[config.mk]
export PLATFORM = sky130hd
export DESIGN_NAME = pixel_readout_seq_flat
export DESIGN_NICKNAME = d
export VERILOG_FILES = /design/src/rtl/pixel_readout_seq_if.sv /design/src/rtl/pixel_readout_seq.sv /design/src/flat_wrapper.sv
export SDC_FILE = /design/constraint.sdc
export NUM_CORES = 1
export LEC_CHECK = 0
export ABC_AREA = 1
export BUFFER_PORTS_ARGS = -buffer_cell sky130_fd_sc_hd__buf_2
export CORE_MARGIN = 2
export CORE_UTILIZATION = 52
export DETAILED_ROUTE_END_ITERATION = 10
export GPL_TIMING_DRIVEN = 1
export HOLD_SLACK_MARGIN = 0.02
export PLACE_DENSITY = 0.8
export SLEW_MARGIN = 20
export SYNTH_ARGS = -nofsm -noshare
export SYNTH_HDL_FRONTEND = slang
export SYNTH_SLANG_ARGS = --single-unit
[constraint.sdc]
create_clock -name clk -period 2.2 [get_ports clk]
set_clock_uncertainty 0.1 [all_clocks]
set_input_delay 0.22 -clock clk [delete_from_list [all_inputs] [get_ports clk]]
set_output_delay 0.22 -clock clk [all_outputs]
set_load 0.02 [all_outputs]
[src/rtl/pixel_readout_seq_if.sv]
// Pixel output stream of pixel_readout_seq: a valid/ready handshake carrying
// the pixel code and its (row, column) position in the frame.
interface pixel_readout_seq_if #(
  parameter int DATA_W = 8,
  parameter int ROW_W  = 2,
  parameter int COL_W  = 2
);
  logic              out_valid;
  logic              out_ready;
  logic [DATA_W-1:0] out_data;
  logic [ROW_W-1:0]  out_row;
  logic [COL_W-1:0]  out_col;
  logic              out_last;

  modport master (output out_valid, out_data, out_row, out_col, out_last, input out_ready);
  modport slave  (input out_valid, out_data, out_row, out_col, out_last, output out_ready);
endinterface

[src/rtl/pixel_readout_seq.sv]
// Frame sequencer (erase/expose/convert/read) with row-buffered pixel streaming.
// Optional macro PIXRO_FRAME_TAG_EN adds frame_id and out_first outputs.
module pixel_readout_seq #(
  parameter int H_PIXELS     = 4,
  parameter int V_PIXELS     = 4,
  parameter int ADC_BITS     = 8,
  parameter int ERASE_CYCLES = 5,
  parameter int EXPOSE_W     = 16
) (
  input  logic                         clk,
  input  logic                         reset,
  input  logic                         start,
  input  logic                         continuous,
  input  logic [EXPOSE_W-1:0]          expose_len,
  output logic                         erase,
  output logic                         expose,
  output logic                         convert,
  output logic [V_PIXELS-1:0]          read,
  output logic                         count_drv_en,
  output logic [ADC_BITS-1:0]          count_data,
  input  logic [H_PIXELS*ADC_BITS-1:0] col_data,
  pixel_readout_seq_if.master          stream,
`ifdef PIXRO_FRAME_TAG_EN
  output logic [7:0]                   frame_id,
  output logic                         out_first,
`endif
  output logic                         busy
);
  localparam int ROW_W     = (V_PIXELS > 1) ? $clog2(V_PIXELS) : 1;
  localparam int COL_W     = (H_PIXELS > 1) ? $clog2(H_PIXELS) : 1;
  localparam int CONV_LAST = (1 << ADC_BITS) - 1;
  localparam int CONV_W    = ADC_BITS + 1;
  localparam int ERA_W     = $clog2(ERASE_CYCLES + 1);
  localparam int MAX_A     = (EXPOSE_W > CONV_W) ? EXPOSE_W : CONV_W;
  localparam int CNT_W     = (MAX_A > ERA_W) ? MAX_A : ERA_W;

  typedef enum logic [2:0] {
    S_IDLE, S_ERASE, S_EXPOSE, S_CONVERT, S_RD_SETTLE, S_RD_CAPTURE, S_STREAM
  } state_t;

  state_t              state_r, state_nx;
  logic [CNT_W-1:0]    cnt_r, cnt_nx;
  logic [EXPOSE_W-1:0] exp_last_r, exp_last_nx;
  logic [ROW_W-1:0]    row_r, row_nx;
  logic [COL_W-1:0]    col_r, col_nx;
  logic [ADC_BITS-1:0] buf_r [H_PIXELS];
  logic [ADC_BITS-1:0] col_arr_s [H_PIXELS];

  logic                erase_r, expose_r, convert_r, busy_r;
  logic [V_PIXELS-1:0] read_r, read_nx;
  logic [ADC_BITS-1:0] count_r, count_nx;
  logic                valid_r, last_r;
  logic [ADC_BITS-1:0] data_r, data_nx;
  logic [ROW_W-1:0]    orow_r;
  logic [COL_W-1:0]    ocol_r;
  logic                xfer_s;

  for (genvar c = 0; c < H_PIXELS; c++) begin : g_cols
    assign col_arr_s[c] = col_data[c*ADC_BITS +: ADC_BITS];
  end

  assign xfer_s = valid_r && stream.out_ready;

  // Next-state and counter/position update for the frame sequencer.
  always_comb begin
    state_nx    = state_r;
    cnt_nx      = cnt_r;
    exp_last_nx = exp_last_r;
    row_nx      = row_r;
    col_nx      = col_r;
    case (state_r)
      S_IDLE: begin
        if (start) begin
          state_nx    = S_ERASE;
          cnt_nx      = '0;
          exp_last_nx = (expose_len == '0) ? '0 : expose_len - EXPOSE_W'(1);
        end else begin
          state_nx = S_IDLE;
        end
      end
      S_ERASE: begin
        if (cnt_r == CNT_W'(ERASE_CYCLES - 1)) begin
          state_nx = S_EXPOSE;
          cnt_nx   = '0;
        end else begin
          cnt_nx = cnt_r + CNT_W'(1);
        end
      end
      S_EXPOSE: begin
        if (cnt_r == CNT_W'(exp_last_r)) begin
          state_nx = S_CONVERT;
          cnt_nx   = '0;
        end else begin
          cnt_nx = cnt_r + CNT_W'(1);
        end
      end
      S_CONVERT: begin
        if (cnt_r == CNT_W'(CONV_LAST)) begin
          state_nx = S_RD_SETTLE;
          cnt_nx   = '0;
          row_nx   = '0;
        end else begin
          cnt_nx = cnt_r + CNT_W'(1);
        end
      end
      S_RD_SETTLE:  state_nx = S_RD_CAPTURE;
      S_RD_CAPTURE: begin
        state_nx = S_STREAM;
        col_nx   = '0;
      end
      S_STREAM: begin
        if (xfer_s) begin
          if (col_r != COL_W'(H_PIXELS - 1)) begin
            col_nx = col_r + COL_W'(1);
          end else if (row_r != ROW_W'(V_PIXELS - 1)) begin
            row_nx   = row_r + ROW_W'(1);
            state_nx = S_RD_SETTLE;
          end else begin
            state_nx = continuous ? S_ERASE : S_IDLE;
            cnt_nx   = '0;
          end
        end else begin
          state_nx = S_STREAM;
        end
      end
      default: state_nx = S_IDLE;
    endcase
  end

  // Output values for the coming cycle; the first beat of a row bypasses the buffer.
  always_comb begin
    read_nx  = '0;
    count_nx = '0;
    data_nx  = '0;
    for (int i = 0; i < V_PIXELS; i++) begin
      read_nx[i] = ((state_nx == S_RD_SETTLE) || (state_nx == S_RD_CAPTURE)) &&
                   (row_nx == ROW_W'(i));
    end
    if (state_nx == S_CONVERT) begin
      count_nx = cnt_nx[ADC_BITS-1:0];
    end else begin
      count_nx = '0;
    end
    if (state_nx != S_STREAM) begin
      data_nx = '0;
    end else if (state_r == S_RD_CAPTURE) begin
      data_nx = col_arr_s[col_nx];
    end else begin
      data_nx = buf_r[col_nx];
    end
  end

  // Sequencer state and registered outputs.
  always_ff @(posedge clk or posedge reset) begin
    if (reset) begin
      state_r    <= S_IDLE;
      cnt_r      <= '0;
      exp_last_r <= '0;
      row_r      <= '0;
      col_r      <= '0;
      erase_r    <= 1'b0;
      expose_r   <= 1'b0;
      convert_r  <= 1'b0;
      busy_r     <= 1'b0;
      read_r     <= '0;
      count_r    <= '0;
      valid_r    <= 1'b0;
      last_r     <= 1'b0;
      data_r     <= '0;
      orow_r     <= '0;
      ocol_r     <= '0;
    end else begin
      state_r    <= state_nx;
      cnt_r      <= cnt_nx;
      exp_last_r <= exp_last_nx;
      row_r      <= row_nx;
      col_r      <= col_nx;
      erase_r    <= (state_nx == S_ERASE);
      expose_r   <= (state_nx == S_EXPOSE);
      convert_r  <= (state_nx == S_CONVERT);
      busy_r     <= (state_nx != S_IDLE);
      read_r     <= read_nx;
      count_r    <= count_nx;
      valid_r    <= (state_nx == S_STREAM);
      last_r     <= (state_nx == S_STREAM) && (row_nx == ROW_W'(V_PIXELS - 1)) &&
                    (col_nx == COL_W'(H_PIXELS - 1));
      data_r     <= data_nx;
      orow_r     <= (state_nx == S_STREAM) ? row_nx : '0;
      ocol_r     <= (state_nx == S_STREAM) ? col_nx : '0;
    end
  end

  // Row buffer: holds one row of column codes; contents need no reset.
  always_ff @(posedge clk) begin
    if (state_r == S_RD_CAPTURE) begin
      buf_r <= col_arr_s;
    end
  end

`ifdef PIXRO_FRAME_TAG_EN
  logic [7:0] frame_id_r;
  logic       first_r;

  // Frame counter advances on the final transfer of each frame.
  always_ff @(posedge clk or posedge reset) begin
    if (reset) begin
      frame_id_r <= 8'd0;
      first_r    <= 1'b0;
    end else begin
      if ((state_r == S_STREAM) && xfer_s && last_r) begin
        frame_id_r <= frame_id_r + 8'd1;
      end
      first_r <= (state_nx == S_STREAM) && (row_nx == '0) && (col_nx == '0);
    end
  end

  assign frame_id  = frame_id_r;
  assign out_first = first_r;
`endif

  assign erase            = erase_r;
  assign expose           = expose_r;
  assign convert          = convert_r;
  assign read             = read_r;
  assign count_drv_en     = ~|read_r;
  assign count_data       = count_r;
  assign busy             = busy_r;
  assign stream.out_valid = valid_r;
  assign stream.out_data  = data_r;
  assign stream.out_row   = orow_r;
  assign stream.out_col   = ocol_r;
  assign stream.out_last  = last_r;
endmodule
[src/flat_wrapper.sv]
// flat-port wrapper written by rule: the top's interface ports become plain ports
module pixel_readout_seq_flat 
#(
  parameter int H_PIXELS     = 4,
  parameter int V_PIXELS     = 4,
  parameter int ADC_BITS     = 8,
  parameter int ERASE_CYCLES = 5,
  parameter int EXPOSE_W     = 16
)
  (clk, reset, start, continuous, expose_len, erase, expose, convert, read, count_drv_en, count_data, col_data, busy, stream_out_valid, stream_out_data, stream_out_row, stream_out_col, stream_out_last, stream_out_ready);
  pixel_readout_seq_if stream_i ();
  input  logic clk;
  input  logic reset;
  input  logic start;
  input  logic continuous;
  input  logic [EXPOSE_W-1:0] expose_len;
  output logic erase;
  output logic expose;
  output logic convert;
  output logic [V_PIXELS-1:0] read;
  output logic count_drv_en;
  output logic [ADC_BITS-1:0] count_data;
  input  logic [H_PIXELS*ADC_BITS-1:0] col_data;
  output logic busy;
  output wire logic [$bits(stream_i.out_valid)-1:0] stream_out_valid;
  output wire logic [$bits(stream_i.out_data)-1:0] stream_out_data;
  output wire logic [$bits(stream_i.out_row)-1:0] stream_out_row;
  output wire logic [$bits(stream_i.out_col)-1:0] stream_out_col;
  output wire logic [$bits(stream_i.out_last)-1:0] stream_out_last;
  input wire logic [$bits(stream_i.out_ready)-1:0] stream_out_ready;
  assign stream_out_valid = stream_i.out_valid;
  assign stream_out_data = stream_i.out_data;
  assign stream_out_row = stream_i.out_row;
  assign stream_out_col = stream_i.out_col;
  assign stream_out_last = stream_i.out_last;
  assign stream_i.out_ready = stream_out_ready;
  pixel_readout_seq #(.H_PIXELS(H_PIXELS), .V_PIXELS(V_PIXELS), .ADC_BITS(ADC_BITS), .ERASE_CYCLES(ERASE_CYCLES), .EXPOSE_W(EXPOSE_W)) u_core (.clk(clk), .reset(reset), .start(start), .continuous(continuous), .expose_len(expose_len), .erase(erase), .expose(expose), .convert(convert), .read(read), .count_drv_en(count_drv_en), .count_data(count_data), .col_data(col_data), .stream(stream_i), .busy(busy));
endmodule
==> results of run 1 <==
[layout make-up]
class                      instances  area share, %
clock inverter                     7          0.994
inverter                         106           5.96
tap                              136           2.55
timing repair buffer             133           13.5
multi-input combinational        497           34.8
clock buffer                       9           1.86
sequential                       101           40.3
[Yosys cell counts, drive strengths merged, types with 8 or more instances]
cell,count,area share (%)
o22ai,14,1.6
nand4,18,2.0
buf,15,1.5
edfxtp,32,17
nand3b,16,2.2
nor3,8,0.93
nand2,244,17
inv,106,7.2
nor2,98,7.0
xor2,13,2.1
o21ai,16,1.5
dfrtp,69,31
nand3,57,5.6
[through the flow]
| step | util (%) | instance area, um2 |
|---|---|---|
| finish | 64.9 | 6670 |
| global route | 64.9 | 6670 |
| CTS | 64.7 | 6650 |
| detailed placement | 59.6 | 6120 |
| global placement | 59.6 | 6120 |
| floorplan | - | 5490 |
[sequential cells by signal, summed over array words and instances (netlist names), 2 cells and up]
register	cells
u_core.stream.out_col	2
u_core.read	4
u_core.buf_r	32
u_core.count_data	8
u_core.cnt_r	16
u_core.col_r	2
u_core.stream.out_data	8
u_core.stream.out_row	2
u_core.row_r	2
u_core.state_r	3
u_core.exp_last_r	16
[where the power goes]
part	internal (W)	switching [W]
Clock	0.000441	0.000709
Combinational	0.000595	0.00105
Sequential	0.00220	0.000223
[kinds of logic (layout without fill, tap and decap cells)]
logic type                 after synthesis  count (layout)  synth area share, %
AOI/OAI and AO/OA                       36              36                 3.83
xor gates and xnor gates                16              16                 2.55
adders and majority gates                3               3                0.683
buffers and inverters                  126             255                 9.09
DFF                                    101             101                 48.9
and+or+nand+nor                        442             442                 34.9
[timing repair]
action                                  in CTS  in global routing
endpoints found under the setup margin       0                  5
gates resized for setup                      0                  5
hold buffers                                34                  0
hold endpoints to repair                   102                  0
[final timing paths]
path | from | endpoint
worst max-delay path | u_core.cnt_r[1]$_DFF_PP0_ | u_core.cnt_r[3]$_DFF_PP0_
worst max register to register | u_core.cnt_r[1]$_DFF_PP0_ | u_core.cnt_r[3]$_DFF_PP0_
worst min-delay path | expose_len[3] | u_core.exp_last_r[3]$_DFFE_PP0P_
worst min register to register | u_core.exp_last_r[15]$_DFFE_PP0P_ | u_core.exp_last_r[15]$_DFFE_PP0P_
max in group asynchronous | reset | u_core.state_r[2]$_DFF_PP0_
min in group asynchronous | reset | u_core.stream.out_data[6]$_DFF_PP0_
[per-layer routing]
layer	GRT usage, %	share of wire, %
met1	35.6	44
met2	39.8	46
met3	3.47	7.0
met4	10.0	2.7
met5	0	0
[worst max-delay path, cell delays in order, from the launching register on]
cell	delay, ns
dfrtp_1	0.44
ha_2	0.25
nand3_1	0.16
inv_2	0.11
nand2_1	0.09
inv_2	0.06
nand2_2	0.08
nand2_1	0.12
nand2_1	0.11
inv_1	0.09
nand2_1	0.12
nand2_1	0.09
nand2_1	0.05
==> impl_summary.txt, run 1 <==
----------------------------------------------------
[Clock network]
  Sinks on the clock net ... 101
  Number of CTS-inserted buffers ... 9
  Count of H-tree levels built during CTS ... 3
  Maximum number of buffers from clock root to sink ... 2
  Clock latency on the worst-skew pair ... 0.38 ns
  Post-CTS Setup Repair Bufs ... 0
  Root buffer cell ... clkbuf_8
  Clock-pin slew reported for the worst setup and hold paths after clock tree synthesis ... 0.10 ns
  Clock tree from TritonCTS ... built

[Run status]
  Result of the run ... finished clean

[Timing]
  Final setup violation count ... 0
  Slew Limit Fails ... 0
  Worst-margin pin slew ... 0.527 ns
  Minimum clock period ... 1.98 ns
  Final-layout setup total negative slack ... 0 ns
  Number of failing hold endpoints at the final stage ... 0
  Minimum hold slack ... 0.0599 ns
  Setup repair after global routing missed its margin ... no
  Post-route setup slack ... 0.223 ns
  Final cycle utilization of the critical path ... 89.9%
  Worst slew margin relative to its limit ... 64.8%
  Highest attainable clock frequency ... 506 MHz

[Worst setup path]
  Worst-path maximum fanout ... 5
  Data required time of the worst path ... 2.38 ns
  Crit path launch type ... flop
  Setup slack of the most critical reg-to-reg path ... 0.22 ns
  WS Path Type ... flop to flop
  Reg2Reg Depth ... 12
  Critical path data arrival time ... 2.15 ns
  Critical Path End Type ... flop

[Pwr]
  Total chip power ... 0.00521 W
  Peak ir drop on the vdd network ... 0.639 mV
  Power per standard cell area ... 781 nW/um2
  Standby leakage power ... 3.40 nW

[Die]
  Die Span X ... 107 um
  Starting utilization of the core area ... 53.5%
  Placeable core region ... 10300 um2
  Number of placed I/O pins ... 84
  Die outline area ... 11400 um2
  Die Ht ... 107 um
  Total number of placement rows ... 37

[Finish]
  Sequential cell area ... 2690 um2
  Share of final-layout standard cells stronger than drive strength 1 ... 17.9%
  Final-layout fill cell count ... 899
  Diode insertion count for antenna repair ... 0
  Total Nets Final ... 904
  Area occupied by multi-input gates ... 2320 um2
  Non-filler cells in the finished layout ... 989
  Commonest cells after routing, fill and taps aside ... 239 x nand2_1, 91 x nor2_1, 89 x inv_1, 83 x buf_2, 68 x dfrtp_1
  Leading cell type in the layout, fill and taps excluded ... nand2_1
  Layout overhead on the synthesized area ... 21.4%

[Global route]
  Overall track demand over capacity in global routing ... 25.3%
  Vias in the first global route ... 4888
  Total congestion overflow after global routing ... 0
  First-pass GRT wire length ... 22900 um
  Pin count of the biggest net entering global routing ... 70
  Initial antenna violation count ... 0

[Yosys]
  Fraction of the yosys area taken by sequential cells ... 48.9%
  Post-synth design cell area ... 5490 um2
  Fraction of synthesis flops using an asynchronous set or reset pin ... 68.3%
  Synthesized area divided by synthesized cell count ... 7.59 um2
  Synth unique cells ... 30
  Syn nets ... 780
  Synthesized instance count ... 724
  Number of warning messages in the yosys log ... 0
  FF+latch count, synth ... 101
  Count of flip-flops with a built-in enable after synthesis ... 32
  Post-synth top flop ... dfrtp_1

[Placed design]
  Detailed Place HPWL ... 9960 um
  Weighted congestion at the end of routability-driven global placement ... 0.880
  Post-placement cell count ... 939
  Number of port buffers ... 83
  Place WS ... 0.158 ns

[Routing]
  DR iter-0 viols ... 372
  Routed wire length per instance ... 14.1 um
  Final antenna-violating net count ... 0
  Via density per instance ... 5.22
  DRT Pass-1 Iters ... 5
  Post-detailed-routing wire length ... 13900 um
  Vias ... 5164
  # DRC ... 0

[Min path]
  Tightest Hold Check Type ... input pin to flop
  Hold depth ... 3

[Run]
  Number of maximum-capacitance constraint violations ... 0

----------------------------------------------------
(Power assumes the default switching activity.)
==> run 2: changes to the inputs <==
--- a/config.mk
+++ b/config.mk
@@ -8,5 +8,5 @@
 export ABC_AREA = 1
 export BUFFER_PORTS_ARGS = -buffer_cell sky130_fd_sc_hd__buf_2
-export CORE_MARGIN = 2
+export CORE_MARGIN = 10
 export CORE_UTILIZATION = 52
 export DETAILED_ROUTE_END_ITERATION = 10
@@ -14,4 +14,5 @@
 export HOLD_SLACK_MARGIN = 0.02
 export PLACE_DENSITY = 0.8
+export SETUP_SLACK_MARGIN = 0.5
 export SLEW_MARGIN = 20
 export SYNTH_ARGS = -nofsm -noshare
==> constraint.sdc (replaced) <==
create_clock -name clk -period 2.2 [get_ports clk]
set_clock_uncertainty 0.1 [all_clocks]
set_input_delay 0.11 -clock clk [delete_from_list [all_inputs] [get_ports clk]]
set_output_delay 0.11 -clock clk [all_outputs]
set_load 0.02 [all_outputs]
==> impl_summary.txt, run 2 (synthesized netlist as in run 1, its figures left out) <==
----------------------------------------------------
[Pwr]
  Switching pwr ... 0.00246 W (+24%)
  Peak ir drop on the vdd network ... 0.639 mV (about the same)
  Standby leakage power ... 3.79 nW (+11%)
  Cell internal pwr ... 0.00353 W (+9.3%)
  Clock share of power ... 19.4% (-2.7 points)
  Flop pwr share ... 41.2% (-5.2 points)
  Switching share of power ... 41.1% (+3.0 points)
  Logic pwr share ... 39.4% (+7.8 points)
  Power per standard cell area ... 766 nW/um2 (-2.0%)

[Global route]
  Met1 GRT Util ... 27.6% (-8.0 points)
  Most used routing layer in global routing ... met2
  Pin count of the biggest net entering global routing ... 70 (unchanged)
  Met2 capacity usage during global routing ... 33.5% (-6.3 points)
  First-pass GRT wire length ... 25600 um (+12%)
  Initial antenna violation count ... 0 (unchanged)
  Total congestion overflow after global routing ... 0 (unchanged)
  Met3 usage in global routing ... 4.09% (+0.62 points)
  Vias in the first global route ... 5260 (+7.6%)
  Overall track demand over capacity in global routing ... 21.0% (-4.3 points)

[Finish]
  Final-layout fill cell count ... 625 (-30%)
  Diode insertion count for antenna repair ... 0 (unchanged)
  Sequential cell area ... 2710 um2 (+0.70%)
  Area occupied by multi-input gates ... 2900 um2 (+25%)
  Commonest cells after routing, fill and taps aside ... 205 x nand2_1, 83 x buf_2, 82 x inv_1, 70 x nor2_1, 53 x dfrtp_1
  Registers with the most flip-flops ... u_core.buf_r x32, u_core.cnt_r x16, u_core.exp_last_r x16
  Number of flip-flops under the largest register name ... 32 (unchanged)
  Largest Register ... u_core.buf_r
  Layout overhead on the synthesized area ... 42.4%
  Leading cell type in the layout, fill and taps excluded ... nand2_1
  Total Nets Final ... 961 (+6.3%)
  Share of final-layout standard cells stronger than drive strength 1 ... 34.0% (+16 points)

[Timing]
  Slew Limit Fails ... 0 (unchanged)
  Final setup violation count ... 0 (unchanged)
  Final cycle utilization of the critical path ... 90.6% (+0.74 points)
  Minimum clock period ... 1.99 ns (+0.0162 ns)
  Highest attainable clock frequency ... 502 MHz (-0.81%)
  Number of failing hold endpoints at the final stage ... 0 (unchanged)
  Post-route setup slack ... 0.207 ns (-0.0162 ns)
  Final-layout setup total negative slack ... 0 ns (unchanged)
  Setup repair after global routing missed its margin ... yes
  Worst-margin pin slew ... 0.664 ns (+0.137 ns)
  Worst slew margin relative to its limit ... 55.7% (-9.1 points)

[Worst setup path]
  Critical Path Slowest Stage Cell ... a21oi_1
  Crit path launch type ... flop
  Data required time of the worst path ... 2.40 ns (+0.02 ns)
  Critical path's top delay family ... compound AO/OA/AOI/OAI gates
  Critical path buffers and inverters ... 1 (-2)
  Worst-path maximum fanout ... 5 (unchanged)
  WS Path Type ... flop to flop
  Critical Path End Type ... flop
  Sequence of cells on the critical path ... buf_4 > a21oi_1 > o21ai_4 > nand3_1 > nand2_1 > nor2_1 > nor2_2
  Slowest stage delay, CP ... 0.52 ns (+0.08 ns)
  Critical path data arrival time ... 2.19 ns (+0.04 ns)

[Run status]
  Result of the run ... finished clean

[Routing]
  DRT Pass-1 Iters ... 9 (+4)
  Vias ... 6225 (+21%)
  Final antenna-violating net count ... 0 (unchanged)
  Routed wire length per instance ... 19.8 um (+41%)
  DR iter-0 viols ... 1046 (+180%)
  Via density per instance ... 5.95 (+14%)
  Post-detailed-routing wire length ... 20700 um (+49%)
  # DRC ... 0 (unchanged)

[Die]
  Starting utilization of the core area ... 53.2% (-0.24 points)
  Number of placed I/O pins ... 84 (unchanged)
  Die Span X ... 123 um (+15%)
  Total number of placement rows ... 37 (unchanged)
  Placeable core region ... 10300 um2 (+0.45%)
  Die outline area ... 15100 um2 (+32%)
  Die Ht ... 123 um (+15%)

[Clock network]
  Number of CTS-inserted buffers ... 9 (unchanged)
  Maximum number of buffers from clock root to sink ... 2 (unchanged)
  Clock tree from TritonCTS ... built
  Clock latency on the worst-skew pair ... 0.40 ns (+0.02 ns)
  Sinks on the clock net ... 101 (unchanged)
  Clock-pin slew reported for the worst setup and hold paths after clock tree synthesis ... 0.12 ns (+0.02 ns)
  Count of H-tree levels built during CTS ... 3 (unchanged)
  Root buffer cell ... clkbuf_8

[Placed design]
  Place WS ... 0.144 ns (-0.0141 ns)
  Number of port buffers ... 83 (unchanged)
  Detailed Place HPWL ... 10200 um (+2.8%)
  Weighted congestion at the end of routability-driven global placement ... 0.956 (+8.7%)

[Min path]
  Tightest Hold Check Type ... input pin to flop

[Run]
  Number of maximum-capacitance constraint violations ... 0 (unchanged)

----------------------------------------------------
## run 2: through the flow
stage	utilization (%)	cells	area (um2)	hold slack [ns]	total power [W]
CTS	69.4	1021	7170	0.0445	0.00542
finish	75.8	1046	7820	0.0169	0.00599
floorplan	-	724	5500	0.109	0.00350
global placement	59.2	937	6110	0.138	0.00393
global route	75.8	1046	7820	0.0462	0.00625
detailed placement	59.2	937	6110	0.142	0.00397
## run 2: worst paths after layout
kind / startpoint / endpoint / slack [ns] / cells after the start
max: u_core.col_r[1]$_DFF_PP0_ / u_core.stream.out_data[6]$_DFF_PP0_ / 0.21 / 7
min: expose_len[5] / u_core.exp_last_r[5]$_DFFE_PP0P_ / 0.02 / 4
max reg2reg: u_core.col_r[1]$_DFF_PP0_ / u_core.stream.out_data[6]$_DFF_PP0_ / 0.21 / 7
min reg2reg: u_core.exp_last_r[13]$_DFFE_PP0P_ / u_core.exp_last_r[13]$_DFFE_PP0P_ / 0.43 / 2
max in group asynchronous: reset / u_core.state_r[2]$_DFF_PP0_ / 1.41 / 4
min in group asynchronous: reset / u_core.stream.out_data[2]$_DFF_PP0_ / 0.22 / 4
## run 2: metal layers
metal | vias up | share of wire [%]
met4 | 0 | 7.2
met1 | 2838 | 35
li1 | 2651 | -
met2 | 575 | 46
met5 | - | 0
met3 | 161 | 12
## run 2: power groups by stage
stage,clock network [W],registers (W),logic (W)
after floorplan,0,0.00244,0.00106
after global placement,0,0.00245,0.00147
after detailed placement,0,0.00246,0.00150
after CTS,0.00112,0.00242,0.00187
after global routing,0.00124,0.00249,0.00252
final,0.00116,0.00247,0.00236
## run 2: layout make-up
| type | instances | area share, % |
|---|---|---|
| multi-input combinational | 502 | 37.1 |
| inverter | 106 | 5.42 |
| clock inverter | 7 | 0.720 |
| sequential | 101 | 34.6 |
| tap | 136 | 2.17 |
| clock buffer | 9 | 1.58 |
| timing repair buffer | 185 | 18.4 |
## run 2: worst register-to-register path, cell delays in order (launching register included)
cell and delay (ns):
dfrtp_1 0.50, buf_4 0.18, a21oi_1 0.52, o21ai_4 0.18
nand3_1 0.13, nand2_1 0.07, nor2_1 0.14, nor2_2 0.06
## run 2: what timing repair did
item                                    4_1_cts  5_1_grt
setup buffers                                20       20
pin swaps                                    18       45
resized for setup                            68      114
endpoints found under the setup margin       44       52
cloned                                        2        5
endpoints found under the hold margin       114        0
hold buffers                                 46        0
==> run 3: changes to the inputs <==
--- a/config.mk
+++ b/config.mk
@@ -8,5 +8,5 @@
 export ABC_AREA = 1
 export BUFFER_PORTS_ARGS = -buffer_cell sky130_fd_sc_hd__buf_2
-export CORE_MARGIN = 10
+export CAP_MARGIN = 20
 export CORE_UTILIZATION = 52
 export DETAILED_ROUTE_END_ITERATION = 10
==> constraint.sdc (replaced) <==
create_clock -name clk -period 2.2 [get_ports clk]
set_clock_uncertainty 0.1 [all_clocks]
set_input_delay 0.33 -clock clk [delete_from_list [all_inputs] [get_ports clk]]
set_output_delay 0.33 -clock clk [all_outputs]
set_load 0.02 [all_outputs]
==> impl_summary.txt, run 3 (synthesized netlist as in run 1, its figures left out) <==
----------------------------------------------------
[Pwr]
  Power per standard cell area ... 802 nW/um2 (+4.8%)
  Peak ir drop on the vdd network ... 0.632 mV (-1.1%)
  Standby leakage power ... 3.69 nW (-2.7%)

[Routing]
  DRT Pass-1 Iters ... 6 (-3)
  Post-detailed-routing wire length ... 17600 um (-15%)
  Routed wire length per instance ... 17.2 um (-13%)
  Vias ... 5861 (-5.8%)
  # DRC ... 0 (unchanged)
  Final antenna-violating net count ... 0 (unchanged)
  Via density per instance ... 5.71 (-4.0%)
  DR iter-0 viols ... 750 (-28%)

[Finish]
  Registers with the most flip-flops ... u_core.buf_r x32, u_core.cnt_r x16, u_core.exp_last_r x16
  Total Nets Final ... 941 (-2.1%)
  Sequential cell area ... 2710 um2 (about the same)
  Largest Register ... u_core.buf_r
  Final-layout fill cell count ... 706 (+13%)
  Number of flip-flops under the largest register name ... 32 (unchanged)
  Commonest cells after routing, fill and taps aside ... 204 x nand2_1, 85 x inv_1, 83 x buf_2, 81 x nor2_1, 54 x dfrtp_1
  Non-filler cells in the finished layout ... 1026 (-1.9%)
  Leading cell type in the layout, fill and taps excluded ... nand2_1
  Layout overhead on the synthesized area ... 35.0%
  Area occupied by multi-input gates ... 2720 um2 (-6.4%)
  Share of final-layout standard cells stronger than drive strength 1 ... 32.4% (-1.6 points)
  Diode insertion count for antenna repair ... 0 (unchanged)

[Die]
  Starting utilization of the core area ... 53.5% (+0.24 points)
  Die Ht ... 105 um (-15%)
  Die Span X ... 105 um (-15%)
  Total number of placement rows ... 37 (unchanged)
  Placeable core region ... 10300 um2 (-0.45%)
  Die outline area ... 11000 um2 (-27%)
  Number of placed I/O pins ... 84 (unchanged)

[Clock network]
  Root buffer cell ... clkbuf_8
  Count of H-tree levels built during CTS ... 3 (unchanged)
  Maximum number of buffers from clock root to sink ... 2 (unchanged)
  Sinks on the clock net ... 101 (unchanged)
  Clock tree from TritonCTS ... built
  Number of CTS-inserted buffers ... 9 (unchanged)
  Clock latency on the worst-skew pair ... 0.38 ns (-0.02 ns)
  Clock-pin slew reported for the worst setup and hold paths after clock tree synthesis ... 0.11 ns (about the same)

[Timing]
  Worst slew margin relative to its limit ... 66.0% (+10 points)
  Setup repair after global routing missed its margin ... yes
  Highest attainable clock frequency ... 540 MHz (+7.6%)
  Minimum clock period ... 1.85 ns (-0.140 ns)
  Final setup violation count ... 0 (unchanged)
  Worst-margin pin slew ... 0.505 ns (-0.159 ns)
  Slew Limit Fails ... 0 (unchanged)
  Number of failing hold endpoints at the final stage ... 0 (unchanged)
  Final-layout setup total negative slack ... 0 ns (unchanged)
  Final cycle utilization of the critical path ... 84.2% (-6.4 points)

[Min path]
  Tightest Hold Check Type ... input pin to flop

[Worst setup path]
  Worst-path maximum fanout ... 7 (+2)
  Critical path data arrival time ... 1.99 ns (-0.20 ns)
  Crit path launch type ... flop
  Setup slack of the most critical reg-to-reg path ... 0.35 ns (+0.14 ns)
  Critical Path End Type ... flop
  WS Path Type ... flop to flop
  Data required time of the worst path ... 2.34 ns (-0.06 ns)

[Run status]
  Result of the run ... finished clean

[Placed design]
  Weighted congestion at the end of routability-driven global placement ... 0.916 (-4.2%)
  Number of port buffers ... 83 (unchanged)
  Post-placement cell count ... 938 (+0.11%)
  Detailed Place HPWL ... 9480 um (-7.4%)

[Global route]
  Pin count of the biggest net entering global routing ... 70 (unchanged)
  Total congestion overflow after global routing ... 0 (unchanged)
  First-pass GRT wire length ... 25700 um (+0.30%)
  Overall track demand over capacity in global routing ... 29.8% (+8.8 points)
  Vias in the first global route ... 5287 (+0.51%)
  Initial antenna violation count ... 0 (unchanged)

[Run]
  Number of maximum-capacitance constraint violations ... 0 (unchanged)

----------------------------------------------------
[run 3: changes by cell type in the layout (fill, tap and decap cells not counted), moves of 3 or more]
cell	previous run	this run
nand2_8	6	3
nor2_2	20	10
buf_4	37	46
o21ai_4	4	1
inv_1	82	85
nor2_1	70	81
o21ai_2	5	2
nand3_2	19	12
o21ai_0	4	8
buf_6	11	17
inv_4	9	5
dlygate4sd3_1	46	16
nand3_1	33	41
[run 3: power by group]
part           internal [W]  switching [W]
sequential          0.00221       0.000237
combinational      0.000933        0.00144
clock              0.000433       0.000700
[run 3: layout make-up]
class	count	area share [%]
Clock buffer	10	1.72
Sequential cell	101	36.5
Clock inverter	6	0.725
Inverter	106	5.58
Multi-Input combinational cell	499	36.6
Timing Repair Buffer	168	16.5
Tap cell	136	2.29
[run 3: path summary, 6_finish.rpt]
path / start / end / depth (start not counted)
worst min-delay path: col_data[1] / u_core.buf_r[25]$_DFFE_PP_ / 1
worst max-delay path: u_core.cnt_r[6]$_DFF_PP0_ / u_core.cnt_r[4]$_DFF_PP0_ / 10
worst min register to register: u_core.exp_last_r[13]$_DFFE_PP0P_ / u_core.exp_last_r[13]$_DFFE_PP0P_ / 2
min in group asynchronous: reset / u_core.stream.out_data[4]$_DFF_PP0_ / 4
worst max register to register: u_core.cnt_r[6]$_DFF_PP0_ / u_core.cnt_r[4]$_DFF_PP0_ / 10
max in group asynchronous: reset / u_core.state_r[2]$_DFF_PP0_ / 4
[run 3: per-layer routing]
layer	global-route usage [%]	part of all wire, %
met5	0	0
met4	15.1	5.7
met3	5.99	11
met2	46.9	46
met1	39.3	38
[run 3: critical path, cell delays in order (launching register included)]
cell     delay [ns]
dfrtp_2        0.49
buf_4          0.17
nand2_1        0.08
nand2_1        0.09
nor2_2         0.12
nand2_1        0.08
nor2_2         0.15
nand2_2        0.13
buf_6          0.16
nand3_2        0.05
nand4_1        0.10
[run 3: timing repair]
| action | CTS | global route |
|---|---|---|
| hold buffers | 15 | 1 |
| setup buffers | 34 | 19 |
| pin swaps | 20 | 39 |
| resized for setup | 77 | 64 |
| endpoints found under the hold margin | 83 | 1 |
| cloned | 3 | 0 |
| endpoints found under the setup margin | 57 | 53 |
[run 3: stage by stage]
step	util, %	hold slack [ns]	instance area (um2)	total power, W	setup WS [ns]
detailed placement	59.6	0.361	6130	0.00398	0.129
CTS	68.2	0.0207	7010	0.00546	0.478
floorplan	-	0.329	5510	0.00350	0.508
finish	72.2	0.0307	7420	0.00595	0.347
global placement	59.6	0.355	6130	0.00392	0.233
global route	72.2	0.0252	7420	0.00621	0.280
